$ cat src/rtl/fwd_hazard_unit_pkg.sv
// Shared encodings and default latencies for the forwarding/hazard unit and decode.
// Forward selects are 0 for the register file, or k for the result at post-decode stage k.
package fwd_hazard_unit_pkg;
    localparam int FWD_RF       = 0;
    localparam int DEF_TW       = 2;
    localparam int DEF_NSTAGE   = 3;
    localparam int DEF_MULT_LAT = 5;
    localparam int DEF_DIV_LAT  = 10;

    typedef logic [DEF_TW-1:0] tval_t;
endpackage

$ cat src/rtl/fwd_tag_pipe.sv
// In-flight producer tags, one entry per post-decode stage (entry 1 = E).
// Tnew counts down as the entry ages and saturates at 0 once the result is forwardable.
module fwd_tag_pipe
    import fwd_hazard_unit_pkg::*;
#(
    parameter int AW     = 5,
    parameter int NSTAGE = DEF_NSTAGE,
    parameter int TW     = DEF_TW
) (
    input  logic                    clk,
    input  logic                    reset,
    input  logic                    bubble_i,
    input  logic                    flush_i,
    input  logic                    we_i,
    input  logic [AW-1:0]           addr_i,
    input  logic [TW-1:0]           tnew_i,
    output logic [NSTAGE:1]         vld_o,
    output logic [NSTAGE:1][AW-1:0] addr_o,
    output logic [NSTAGE:1][TW-1:0] tnew_o
);
    logic [NSTAGE:1]         vld_q, vld_d;
    logic [NSTAGE:1][AW-1:0] addr_q, addr_d;
    logic [NSTAGE:1][TW-1:0] tnew_q, tnew_d;

    always_comb begin
        vld_d  = vld_q;
        addr_d = addr_q;
        tnew_d = tnew_q;
        if (flush_i || bubble_i) begin
            vld_d[1]  = 1'b0;
            addr_d[1] = '0;
            tnew_d[1] = '0;
        end else begin
            vld_d[1]  = we_i;
            addr_d[1] = addr_i;
            tnew_d[1] = tnew_i;
        end
        for (int k = 2; k <= NSTAGE; k++) begin
            vld_d[k]  = vld_q[k-1];
            addr_d[k] = addr_q[k-1];
            tnew_d[k] = (tnew_q[k-1] == '0) ? '0 : tnew_q[k-1] - 1'b1;
        end
    end

    always_ff @(posedge clk or posedge reset) begin
        if (reset) begin
            vld_q  <= '0;
            addr_q <= '0;
            tnew_q <= '0;
        end else begin
            vld_q  <= vld_d;
            addr_q <= addr_d;
            tnew_q <= tnew_d;
        end
    end

    assign vld_o  = vld_q;
    assign addr_o = addr_q;
    assign tnew_o = tnew_q;
endmodule

$ cat src/rtl/fwd_hazard_unit.sv
// Forward-select, decode stall and mult/div interlock generation beside the datapath.
// Selects and stall are combinational from D inputs and registered tags; md_busy is registered.
module fwd_hazard_unit
    import fwd_hazard_unit_pkg::*;
#(
    parameter int   AW       = 5,
    parameter int   NSRC     = 2,
    parameter int   NSTAGE   = DEF_NSTAGE,
    parameter int   TW       = DEF_TW,
    parameter int   MULT_LAT = DEF_MULT_LAT,
    parameter int   DIV_LAT  = DEF_DIV_LAT,
    localparam int  SW       = $clog2(NSTAGE + 1)
) (
    input  logic                 clk,
    input  logic                 reset,
    input  logic [NSRC*AW-1:0]   src_addr_d,
    input  logic [NSRC-1:0]      src_use_d,
    input  logic [NSRC*TW-1:0]   tuse_d,
    input  logic                 dst_we_d,
    input  logic [AW-1:0]        dst_addr_d,
    input  logic [TW-1:0]        tnew_d,
    input  logic                 md_start_d,
    input  logic                 md_div_d,
    input  logic                 md_use_d,
    input  logic                 flush_e,
    output logic                 stall,
    output logic [NSRC*SW-1:0]   fwd_sel_d,
    output logic [NSRC*SW-1:0]   fwd_sel_e,
    output logic                 md_busy
);
    localparam int MAXLAT = (DIV_LAT > MULT_LAT) ? DIV_LAT : MULT_LAT;
    localparam int CW     = $clog2(MAXLAT + 1);

    logic [NSTAGE:1]         tag_vld;
    logic [NSTAGE:1][AW-1:0] tag_addr;
    logic [NSTAGE:1][TW-1:0] tag_tnew;

    logic                data_hz, md_hz, adv, e_illegal;
    logic [NSRC-1:0]     src_use_e_q;
    logic [NSRC*AW-1:0]  src_addr_e_q;
    logic                md_start_e_q, md_div_e_q;
    logic [CW-1:0]       md_cnt_q, md_cnt_d;

    fwd_tag_pipe #(.AW(AW), .NSTAGE(NSTAGE), .TW(TW)) u_tag_pipe (
        .clk      (clk),
        .reset    (reset),
        .bubble_i (stall),
        .flush_i  (flush_e),
        .we_i     (dst_we_d && (dst_addr_d != '0)),
        .addr_i   (dst_addr_d),
        .tnew_i   (tnew_d),
        .vld_o    (tag_vld),
        .addr_o   (tag_addr),
        .tnew_o   (tag_tnew)
    );

    // Stages are scanned oldest to youngest so the youngest match is the one left standing.
    always_comb begin : d_match
        logic [SW-1:0] sel;
        logic          hz;
        fwd_sel_d = '0;
        data_hz   = 1'b0;
        for (int i = 0; i < NSRC; i++) begin
            sel = SW'(FWD_RF);
            hz  = 1'b0;
            for (int k = NSTAGE; k >= 1; k--) begin
                if (tag_vld[k] && (tag_addr[k] == src_addr_d[i*AW +: AW]) &&
                    (src_addr_d[i*AW +: AW] != '0)) begin
                    sel = (tag_tnew[k] == '0) ? SW'(k) : SW'(FWD_RF);
                    hz  = src_use_d[i] && (tag_tnew[k] > tuse_d[i*TW +: TW]);
                end
            end
            fwd_sel_d[i*SW +: SW] = sel;
            data_hz = data_hz | hz;
        end
    end

    // Stage 1 is the E instruction itself, so E operands only look at stage 2 onward.
    always_comb begin : e_match
        logic [SW-1:0] sel;
        logic          ill;
        fwd_sel_e = '0;
        e_illegal = 1'b0;
        for (int i = 0; i < NSRC; i++) begin
            sel = SW'(FWD_RF);
            ill = 1'b0;
            for (int k = NSTAGE; k >= 2; k--) begin
                if (src_use_e_q[i] && tag_vld[k] && (tag_addr[k] == src_addr_e_q[i*AW +: AW]) &&
                    (src_addr_e_q[i*AW +: AW] != '0)) begin
                    sel = (tag_tnew[k] == '0) ? SW'(k) : SW'(FWD_RF);
                    ill = (tag_tnew[k] != '0);
                end
            end
            fwd_sel_e[i*SW +: SW] = sel;
            e_illegal = e_illegal | ill;
        end
    end

    assign md_busy = (md_cnt_q != '0);
    assign md_hz   = md_use_d && (md_busy || md_start_e_q);
    assign stall   = data_hz || md_hz;
    assign adv     = !stall && !flush_e;

    always_comb begin
        md_cnt_d = md_cnt_q;
        if (md_start_e_q) begin
            md_cnt_d = md_div_e_q ? CW'(DIV_LAT) : CW'(MULT_LAT);
        end else if (md_cnt_q != '0) begin
            md_cnt_d = md_cnt_q - 1'b1;
        end
    end

    always_ff @(posedge clk or posedge reset) begin
        if (reset) begin
            src_use_e_q  <= '0;
            src_addr_e_q <= '0;
            md_start_e_q <= 1'b0;
            md_div_e_q   <= 1'b0;
            md_cnt_q     <= '0;
        end else begin
            src_use_e_q  <= adv ? src_use_d : '0;
            src_addr_e_q <= adv ? src_addr_d : '0;
            md_start_e_q <= adv && md_start_d;
            md_div_e_q   <= adv && md_div_d;
            md_cnt_q     <= md_cnt_d;
        end
    end

    a_e_fwd_ready: assert property (@(posedge clk) disable iff (reset) !e_illegal);
endmodule

$ cat config.mk
export PLATFORM = sky130hd
export DESIGN_NAME = fwd_hazard_unit
export DESIGN_NICKNAME = d
export VERILOG_FILES = /design/src/rtl/fwd_hazard_unit_pkg.sv /design/src/rtl/fwd_tag_pipe.sv /design/src/rtl/fwd_hazard_unit.sv
export SDC_FILE = /design/constraint.sdc
export NUM_CORES = 1
export LEC_CHECK = 0
export CORE_UTILIZATION = 45
export DETAILED_ROUTE_END_ITERATION = 10
export PLACE_DENSITY = 0.69
export SYNTH_ARGS = -nofsm -noshare
export SYNTH_HDL_FRONTEND = slang
export SYNTH_SLANG_ARGS = --single-unit
$ cat constraint.sdc
create_clock -name clk -period 3.7 [get_ports clk]
set_input_delay 0.74 -clock clk [delete_from_list [all_inputs] [get_ports clk]]
set_output_delay 0.74 -clock clk [all_outputs]
set_load 0.03 [all_outputs]
Word-level counts from Yosys, hierarchy flattened:

Index checks and enable logic that the tools add are counted.

* input bits: 30
* register bits: 42
* logic and storage cells: 111

* reductions and logical operators: 50
* $add $sub $neg: 3
* muxes and demuxes: 29
* bitwise logic cells: 1
* $lt $le $gt $ge: 6
* equal/unequal tests: 10

Operators with widths (number)
* $eq 5x5->1: 10
* $logic_and 1x1->1: 35
* $mux 2: 16
* $reduce_bool 5->1: 5
* $gt 2x2->1: 6
* $mux 4: 3
* $mux 10: 1
* $mux 1: 8
* $logic_not 2->1: 3
* $mux 5: 1
* $reduce_bool 4->1: 1
* $sub 2x1->2 const B: 2
* $sub 4x1->4 const B: 1
* $logic_or 1x1->1: 3
* $logic_not 1->1: 2
* $reduce_bool 2->1: 1
* $or 1x1->1: 1

Logic depth before layout (Yosys ltp):

Gate-level depths: netlist (run 1).

* depth after elaboration: 11
* depth in mapped cells: 10
* gate-level depth less buffers: 9

By module:

Synthesis (run 1) repeated with hierarchy kept, for this count alone.

* cell total of the unflattened synthesis: 252
* area total of the unflattened synthesis: 2710.1 um^2

By module, submodules not included
* fwd_hazard_unit: times used 1, cells an instance 201, seq. area each 450.4 um^2, area an instance 1868.0 um^2
* fwd_tag_pipe: times used 1, cells an instance 51, seq. area each 600.6 um^2, area an instance 842.1 um^2

Least setup slack after synthesis (run 1):

Ideal clock, no wire load.

* path kind: input to output
* from: input src_addr_d[6]
* to: output stall
* cell stages on the path: 6
* arrival: 2.276 ns
* setup slack: 0.684 ns
* data required time: 2.960 ns
* path through: or4_4 > o211ai_2 > a2111oi_1 > a311o_1 > a32o_2 > buf_6

* longest elaborated chain between the ends: 8
* elaborated cells on any way between the ends: 15

RTL lines
* start, declared: RTL line fwd_hazard_unit.sv:16 `input logic [NSRC*AW-1:0] src_addr_d,`
* $eq 5x5->1: RTL line fwd_hazard_unit.sv:67 `if (tag_vld[k] && (tag_addr[k] == src_addr_d[i*AW +: AW]) &&`
* $logic_and 1x1->1 (2 in series): RTL line fwd_hazard_unit.sv:67
* $mux 1 (2 in series): RTL line fwd_hazard_unit.sv:67
* $mux 1 (*): RTL line fwd_hazard_unit.sv:67
* $or 1x1->1 (*): RTL line fwd_hazard_unit.sv:74 `data_hz = data_hz | hz;`
* $logic_or 1x1->1 (*): RTL line fwd_hazard_unit.sv:101 `assign stall = data_hz || md_hz;`
* end, declared: RTL line fwd_hazard_unit.sv:26 `output logic stall,`

Mark *: on every way between the ends. The rest lies on a longest branch, timed or not.

Final worst setup path (run 1):

* from: input src_addr_d[3]
* to: output stall

Same word-level chain as after synthesis.

==> results of run 1 <==
[power breakdown]
part | switching, uW | internal, uW
Combinational | 195 | 198
Clock | 154 | 201
Sequential | 71.7 | 517
Total | 421 | 916
[cell type report]
type                       count  area [um2]  share of cell area
clock inverter                 3        45.0              0.0137
clock buffer                   5        68.8              0.0210
inverter                      12        45.0              0.0137
multi-input combinational    179        1460               0.446
timing repair buffer          57         519               0.158
sequential                    42        1050               0.320
tap                           72        90.1              0.0274
[Yosys cell counts (2+ instances only)]
library cell  number  area share
o31ai_1            3      0.0087
buf_6              2      0.0087
nor2b_1            5       0.012
o21ai_0            8       0.015
inv_1             12       0.017
nand2_1            9       0.013
nand4_1            9       0.022
and2_1             3      0.0072
or4_1              3      0.0087
nor4_1             6       0.014
nor2_1             8       0.012
a311o_1            2      0.0077
clkbuf_1           3      0.0043
or4_4              2      0.0087
nor3b_1            3      0.0087
nor3b_2           19       0.091
dfrtp_1           42        0.40
xnor2_1           37        0.12
nor3_1             6       0.012
a21oi_1            8       0.015
ha_1              14       0.067
and3_1             2      0.0048
mux2_2             2      0.0087
xor2_1            16       0.054
[through the flow]
stage	TNS, ns	hold slack [ns]	utilization	total power [uW]	std cells
2_1_floorplan	0	0.352	-	866	239
3_3_place_gp	-0.0192	0.423	0.571	987	362
3_5_place_dp	-0.0533	0.416	0.571	994	362
4_1_cts	0	0.439	0.592	1360	370
5_1_grt	0	0.460	0.593	1430	370
6_report	0	0.444	0.593	1340	370
[per-layer routing]
metal | global-route usage | vias to the layer above | share of wire
met1 | 0.269 | 941 | 0.45
met3 | 0.0360 | 9 | 0.027
met4 | 0.0722 | 0 | 0.017
li1 | - | 969 | -
met5 | 0 | - | 0
met2 | 0.351 | 35 | 0.50
[cells by family after synthesis]
| group | after synthesis | share of synthesized area |
|---|---|---|
| xor gates and xnor gates | 53 | 0.178 |
| adders and majority gates | 14 | 0.0673 |
| and+or+nand+nor | 80 | 0.229 |
| muxes | 2 | 0.00866 |
| AOI/OAI and AO/OA | 30 | 0.0794 |
| DFF | 42 | 0.404 |
| buffers and inverters | 18 | 0.0332 |
[registers in the layout, indices dropped and copies added, names as in the netlist]
name / cells
md_start_e_q: 1
u_tag_pipe.vld_o: 3
src_use_e_q: 2
u_tag_pipe.tnew_o: 6
md_cnt_q: 4
src_addr_e_q: 10
md_div_e_q: 1
u_tag_pipe.addr_o: 15
[cell usage in the layout (no fill, tap or decap), types with 2 or more instances in the layout]
| master | instances |
|---|---|
| o21ai_0 | 8 |
| a311o_1 | 2 |
| xnor2_1 | 37 |
| nand4_1 | 9 |
| mux2_2 | 2 |
| dlymetal6s2s_1 | 2 |
| or4_4 | 2 |
| ha_1 | 14 |
| nor3b_2 | 19 |
| and2_1 | 3 |
| o31ai_1 | 3 |
| nor2b_1 | 5 |
| nor4_1 | 6 |
| clkinvlp_4 | 2 |
| nand2_1 | 9 |
| dfrtp_1 | 42 |
| a21oi_1 | 8 |
| or4_1 | 3 |
| clkdlybuf4s50_1 | 32 |
| nor3_1 | 6 |
| xor2_1 | 16 |
| buf_4 | 22 |
| nor3b_1 | 3 |
| inv_1 | 12 |
| and3_1 | 2 |
| nor2_1 | 8 |
| clkbuf_8 | 5 |
[path summary, 6_finish.rpt]
kind	startpoint	to	slack (ns)
max in group asynchronous	reset	src_addr_e_q[6]$_DFF_PP0_	2.48
min reg2reg	u_tag_pipe.vld_o[1]$_DFF_PP0_	u_tag_pipe.vld_o[2]$_DFF_PP0_	0.44
min in group asynchronous	reset	md_cnt_q[2]$_DFFE_PP0N_	0.87
max	src_addr_d[3]	stall	0.08
max reg2reg	md_cnt_q[0]$_DFFE_PP0N_	u_tag_pipe.tnew_o[1]$_DFF_PP0_	1.07
min	u_tag_pipe.vld_o[1]$_DFF_PP0_	u_tag_pipe.vld_o[2]$_DFF_PP0_	0.44
[worst reg2reg max path: cells and delay by family, from the launching register on]
kind,cells,cell delay [ns]
flops,1,0.39
compound gates,4,0.92
buf+inv,3,0.47
simple gates,2,0.60
fa+ha+maj,1,0.15
[timing repair]
| item | CTS | global route |
|---|---|---|
| setup endpoints to repair | 1 | 1 |
| gates resized for setup | 1 | 2 |
| pin swaps | 0 | 1 |
==> impl_metrics.sql, run 1 <==
INSERT INTO impl_metrics (metric_group, metric, value, unit) VALUES
('run_status', 'run_status', 'complete, no violations', ''),
('detailed_routing', 'drt-vias-per-instance', '5.28', ''),
('final_layout', 'fillerInstances', '499', ''),
('sta', 'finalWorstSetupSlack', '0.0774', 'ns'),
('worst_hold_path', 'min-delay-path-class', 'reg -> reg', ''),
('placed_design', 'placement.setup.worst_slack', '-0.0533', 'ns'),
('die', 'die_x', '78.0', 'um'),
('critical_path', 'cp.buffers_inverters', '4', ''),
('detailed_routing', 'firstDrtPassIters', '4', ''),
('placed_design', 'io_buffers', '39', ''),
('die', 'rows', '27', ''),
('detailed_routing', 'route.antenna.remaining_nets', '0', ''),
('placed_design', 'placedInstanceArea', '3170', 'um2'),
('power_and_ir_drop', 'power.leakage', '0.00144', 'uW'),
('synthesis', 'syn-num-nets', '283', ''),
('sta', 'rsz0062_at_grt', 'false', ''),
('clock_network', 'worst_setup_hold_path_clk_slew', '0.08', 'ns'),
('die', 'die-area', '6090', 'um2'),
('placed_design', 'globalplace.congestion', '0.840', ''),
('detailed_routing', 'drt_iter0_markers', '77', ''),
('final_layout', 'antenna_cells_inserted', '0', ''),
('critical_path', 'timing.critical_path.to_type', 'output pin', ''),
('final_layout', 'layout-area-overhead-vs-synth', '26.2', '%'),
('critical_path', 'critical_path_cell_count', '9', ''),
('critical_path', 'critPathTopFamily', 'buffers and inverters', ''),
('run', 'max-cap-violations', '0', ''),
('clock_network', 'clk_buf_depth', '2', ''),
('sta', 'fmax', '276', 'MHz'),
('final_layout', 'drive_above_1_share', '0.195', ''),
('die', 'core_region_area', '5540', 'um2'),
('synthesis', 'synth.avg_cell_area', '10.9', 'um2'),
('synthesis', 'yosysWarningCount', '0', ''),
('clock_network', 'cts_hold_buffers', '0', ''),
('critical_path', 'cp_cell_sequence', 'clkdlybuf4s50_1, or4_4, nor2_4, buf_4, buf_4, nor4_1, a311o_1, a32o_2, buf_4', ''),
('final_layout', 'fin_nets', '341', ''),
('critical_path', 'setup.worst_path.start_class', 'primary input', ''),
('synthesis', 'syn_area', '2600', 'um2'),
('critical_path', 'timing.critical_path.mode_cell', 'buf_4', ''),
('grt', 'grt_max_degree', '43', ''),
('clock_network', 'cts_tree', 'yes', ''),
('clock_network', 'cts-buffers-inserted', '5', ''),
('synthesis', 'yosys_register_bits', '42', ''),
('sta', 'report.final.setup_viol', '0', ''),
('synthesis', 'part_of_the_yosys_area_used_for_sequential_elements', '0.404', ''),
('placed_design', 'hpwlAfterDp', '4.51', 'mm'),
('final_layout', 'design_area', '3280', 'um2'),
('grt', 'grt_first_pass_wirelength', '9.55', 'mm'),
('grt', 'track_usage', '0.208', ''),
('grt', 'antenna_found_initial', '0', ''),
('sta', 'fin_crit', '3.62', 'ns'),
('critical_path', 'critical-path-max-stage-delay', '0.56', 'ns'),
('sta', 'timing.final.hold_violations', '0', ''),
('detailed_routing', 'vias', '1954', ''),
('critical_path', 'path_class', 'in -> out', ''),
('synthesis', 'top_flip_flop_cell_by_instance_count_after_synthesis', 'dfrtp_1', ''),
('synthesis', 'netlist_instances', '239', ''),
('worst_hold_path', 'min_delay_path_depth', '0', ''),
('grt', 'grt_pass1_vias', '1958', ''),
('synthesis', 'async_flop_share', '1.00', ''),
('critical_path', 'critPathArrivalTime', '2.88', 'ns'),
('detailed_routing', 'totalWireLength', '5.71', 'mm'),
('die', 'initial_utilization', '0.470', ''),
('critical_path', 'top_fanout_value_on_the_critical_path', '3', ''),
('synthesis', 'synth-edff-count', '0', ''),
('sta', 'maxSlewViolCount', '0', ''),
('die', 'die_h', '78.0', 'um'),
('critical_path', 'slowest_library_cell_on_the_worst_path', 'or4_4', ''),
('clock_network', 'cts_post_setup_buffers_inserted', '0', ''),
('clock_network', 'cts_num_sinks', '42', ''),
('die', 'top_level_pins', '40', ''),
('power_and_ir_drop', 'power.ir.vdd_worst', '0.000254', 'V'),
('synthesis', 'synth.distinct_cells', '39', ''),
('sta', 'relSlewSlack', '0.318', ''),
('critical_path', 'critical_path_required', '2.96', 'ns'),
('sta', 'worstMarginPinSlew', '1.02', 'ns'),
('detailed_routing', 'drt-wirelength-per-cell', '15.4', 'um'),
('critical_path', 'worst_r2r_path_depth', '10', ''),
('sta', 'timing.clock.skew', '0.00535', 'ns'),
('clock_network', 'ctsHtreeMaxLevel', '2', ''),
('grt', 'overflow', '0', ''),
('detailed_routing', 'remaining_drc_errors', '0', ''),
('clock_network', 'cts_root_buf', 'clkbuf_8', ''),
('clock_network', 'clock_latency', '0.29', 'ns'),
('sta', 'final_min_period_over_clock_period', '0.979', ''),
('power_and_ir_drop', 'pwr_density_cell', '407', 'nW/um2');
Note: power is estimated with default switching activity, not from simulation.
==> run 2: changes to the inputs <==
--- a/config.mk
+++ b/config.mk
@@ -5,9 +5,11 @@
 export SDC_FILE = /design/constraint.sdc
 export NUM_CORES = 1
 export LEC_CHECK = 0
+export CORE_ASPECT_RATIO = 0.8
 export CORE_UTILIZATION = 45
 export DETAILED_ROUTE_END_ITERATION = 10
 export PLACE_DENSITY = 0.69
+export SKIP_LAST_GASP = 1
 export SYNTH_ARGS = -nofsm -noshare
 export SYNTH_HDL_FRONTEND = slang
 export SYNTH_SLANG_ARGS = --single-unit
==> run 2 against run 1 <==
Global-route usage rose by 0.82 points. Core utilization is 0.24 points higher. Clock skew is 0.0043 ns higher. Combinational power grew 1%. Largest cell class unchanged. Wire length increased by 3.5%. Sequential power about the same. Setup slack better by 0.016 ns. Flip-flop and latch count unchanged. Clock power down 18%. Power is 4.3% lower. Highest routed layer unchanged. Die area is essentially flat. Largest power group unchanged. Fmax increased by 0.45%.
==> impl_metrics.sql, run 2 (synthesis gave the netlist of run 1 again) <==
INSERT INTO impl_metrics (metric_group, metric, value, unit) VALUES
('clock_network', 'cts-buffers-inserted', '5', ''),
('grt', 'overflow', '0', ''),
('grt', 'grt_first_pass_wirelength', '9.66', 'mm'),
('die', 'rows', '24', ''),
('final_layout', 'top_library_cells_by_usage_in_the_layout_fill_and_taps_aside', 'dfrtp_1 (42), xnor2_1 (37), clkdlybuf4s50_1 (34)', ''),
('detailed_routing', 'remaining_drc_errors', '0', ''),
('critical_path', 'slowest_library_cell_on_the_worst_path', 'or4_4', ''),
('die', 'top_level_pins', '40', ''),
('detailed_routing', 'drt-wirelength-per-cell', '15.7', 'um'),
('grt', 'grt_max_degree', '43', ''),
('critical_path', 'critPathArrivalTime', '2.87', 'ns'),
('placed_design', 'post-place-cells', '369', ''),
('power_and_ir_drop', 'clkPwrFrac', '0.228', ''),
('grt', 'grt_pass1_vias', '1980', ''),
('die', 'core_region_area', '5500', 'um2'),
('clock_network', 'cts_post_setup_buffers_inserted', '0', ''),
('detailed_routing', 'drt_iter0_markers', '110', ''),
('critical_path', 'critical-path-max-stage-delay', '0.55', 'ns'),
('final_layout', 'largest_reg_flops', '15', ''),
('die', 'die-area', '6090', 'um2'),
('placed_design', 'io_buffers', '39', ''),
('sta', 'worstMarginPinSlew', '0.526', 'ns'),
('power_and_ir_drop', 'switching_share', '0.337', ''),
('final_layout', 'layout-area-overhead-vs-synth', '25.7', '%'),
('clock_network', 'cts_root_buf', 'clkbuf_8', ''),
('detailed_routing', 'vias', '1954', ''),
('clock_network', 'worst_setup_hold_path_clk_slew', '0.08', 'ns'),
('power_and_ir_drop', 'p_int', '849', 'uW'),
('placed_design', 'globalplace.congestion', '0.889', ''),
('clock_network', 'clk_buf_depth', '2', ''),
('detailed_routing', 'firstDrtPassIters', '4', ''),
('grt', 'track_usage', '0.216', ''),
('final_layout', 'fin_nets', '342', ''),
('die', 'die_x', '87.0', 'um'),
('critical_path', 'critPathTopFamily', 'buffers and inverters', ''),
('critical_path', 'timing.critical_path.mode_cell', 'buf_4', ''),
('clock_network', 'cts_tree', 'yes', ''),
('power_and_ir_drop', 'switching_power', '431', 'uW'),
('critical_path', 'path_class', 'in -> out', ''),
('power_and_ir_drop', 'share_comb_of_total_power', '0.311', ''),
('critical_path', 'cp_cell_sequence', 'clkdlybuf4s50_1, or4_4, nor2_4, buf_4, buf_4, o31ai_1, a311o_1, a32o_2, buf_4', ''),
('critical_path', 'setup.worst_path.start_class', 'primary input', ''),
('detailed_routing', 'drt-vias-per-instance', '5.18', ''),
('sta', 'finalWorstSetupSlack', '0.0937', 'ns'),
('grt', 'antenna_found_initial', '0', ''),
('clock_network', 'clock_latency', '0.30', 'ns'),
('sta', 'final_min_period_over_clock_period', '0.975', ''),
('sta', 'relSlewSlack', '0.649', ''),
('die', 'initial_utilization', '0.473', ''),
('power_and_ir_drop', 'pwr_density_cell', '391', 'nW/um2'),
('worst_hold_path', 'min-delay-path-class', 'reg -> reg', ''),
('run_status', 'run_status', 'complete, no violations', ''),
('clock_network', 'cts_num_sinks', '42', ''),
('sta', 'maxSlewViolCount', '0', ''),
('detailed_routing', 'totalWireLength', '5.91', 'mm'),
('final_layout', 'layout.cells.most_common', 'dfrtp_1', ''),
('critical_path', 'timing.critical_path.to_type', 'output pin', ''),
('final_layout', 'finish.cell_count_without_fillers', '377', ''),
('clock_network', 'ctsHtreeMaxLevel', '2', ''),
('critical_path', 'cp.buffers_inverters', '4', ''),
('power_and_ir_drop', 'power.ir.vdd_worst', '0.000259', 'V'),
('final_layout', 'post-route-util', '0.595', ''),
('sta', 'timing.final.hold_violations', '0', ''),
('die', 'die_h', '70', 'um'),
('sta', 'fmax', '277', 'MHz'),
('critical_path', 'critical_path_required', '2.96', 'ns'),
('placed_design', 'placement.setup.worst_slack', '-0.0284', 'ns'),
('placed_design', 'hpwlAfterDp', '4.62', 'mm'),
('sta', 'rsz0062_at_grt', 'false', ''),
('detailed_routing', 'route.antenna.remaining_nets', '0', ''),
('power_and_ir_drop', 'power.sequential.fraction', '0.461', ''),
('sta', 'fin_crit', '3.61', 'ns'),
('power_and_ir_drop', 'power.leakage', '0.00142', 'uW'),
('critical_path', 'top_fanout_value_on_the_critical_path', '4', ''),
('sta', 'totalNegativeSetupSlack', '0', 'ns'),
('run', 'max-cap-violations', '0', ''),
('final_layout', 'antenna_cells_inserted', '0', ''),
('sta', 'timing.clock.skew', '0.00964', 'ns'),
('sta', 'report.final.setup_viol', '0', ''),
('final_layout', 'drive_above_1_share', '0.197', '');
==> run 2: final cells by class <==
type	instances	area, um2
clock inverters	3	21.3
inverters	12	45.0
multi-input cells	179	1460
flip-flops and latches	42	1050
fillers	459	2230
repair buffers	58	522
well taps	78	97.6
clock buffers	5	68.8
==> run 2: what timing repair did <==
action                     in CTS  in global routing
hold buffers                    0                  0
resized for setup               1                  0
setup endpoints to repair       1                  0
==> run 2: power groups by stage <==
| stage | Clock, uW | Combinational [uW] | Sequential, uW |
|---|---|---|---|
| global route | 318 | 446 | 599 |
| detailed placement | 0 | 399 | 597 |
| floorplan | 0 | 292 | 574 |
| global placement | 0 | 394 | 597 |
| CTS | 303 | 402 | 588 |
| finish | 292 | 398 | 590 |
==> run 2: through the flow <==
stage	hold slack [ns]	area, um2	total power, uW
floorplan	0.352	2600	866
global route	0.485	3270	1360
global placement	0.450	3180	991
CTS	0.469	3270	1290
finish	0.460	3270	1280
detailed placement	0.453	3180	996
==> run 2: path summary, 6_finish.rpt <==
path	from	to	slack, ns	cells past startpoint
setup / recovery	src_addr_d[3]	stall	0.09	9
hold / removal	u_tag_pipe.vld_o[1]$_DFF_PP0_	u_tag_pipe.vld_o[2]$_DFF_PP0_	0.46	0
setup reg to reg	md_cnt_q[0]$_DFFE_PP0N_	u_tag_pipe.addr_o[4]$_DFF_PP0_	1.02	10
hold reg to reg	u_tag_pipe.vld_o[1]$_DFF_PP0_	u_tag_pipe.vld_o[2]$_DFF_PP0_	0.46	0
max in group asynchronous	reset	src_addr_e_q[8]$_DFF_PP0_	2.47	3
min in group asynchronous	reset	u_tag_pipe.addr_o[5]$_DFF_PP0_	0.87	3
==> run 2: layer usage <==
layer  vias up  wire, um  track usage
li1        958         -            -
met1       938      2900        0.317
met2        52      2650        0.320
met3         6       287       0.0437
met4         0        72       0.0648
met5         -         0            0
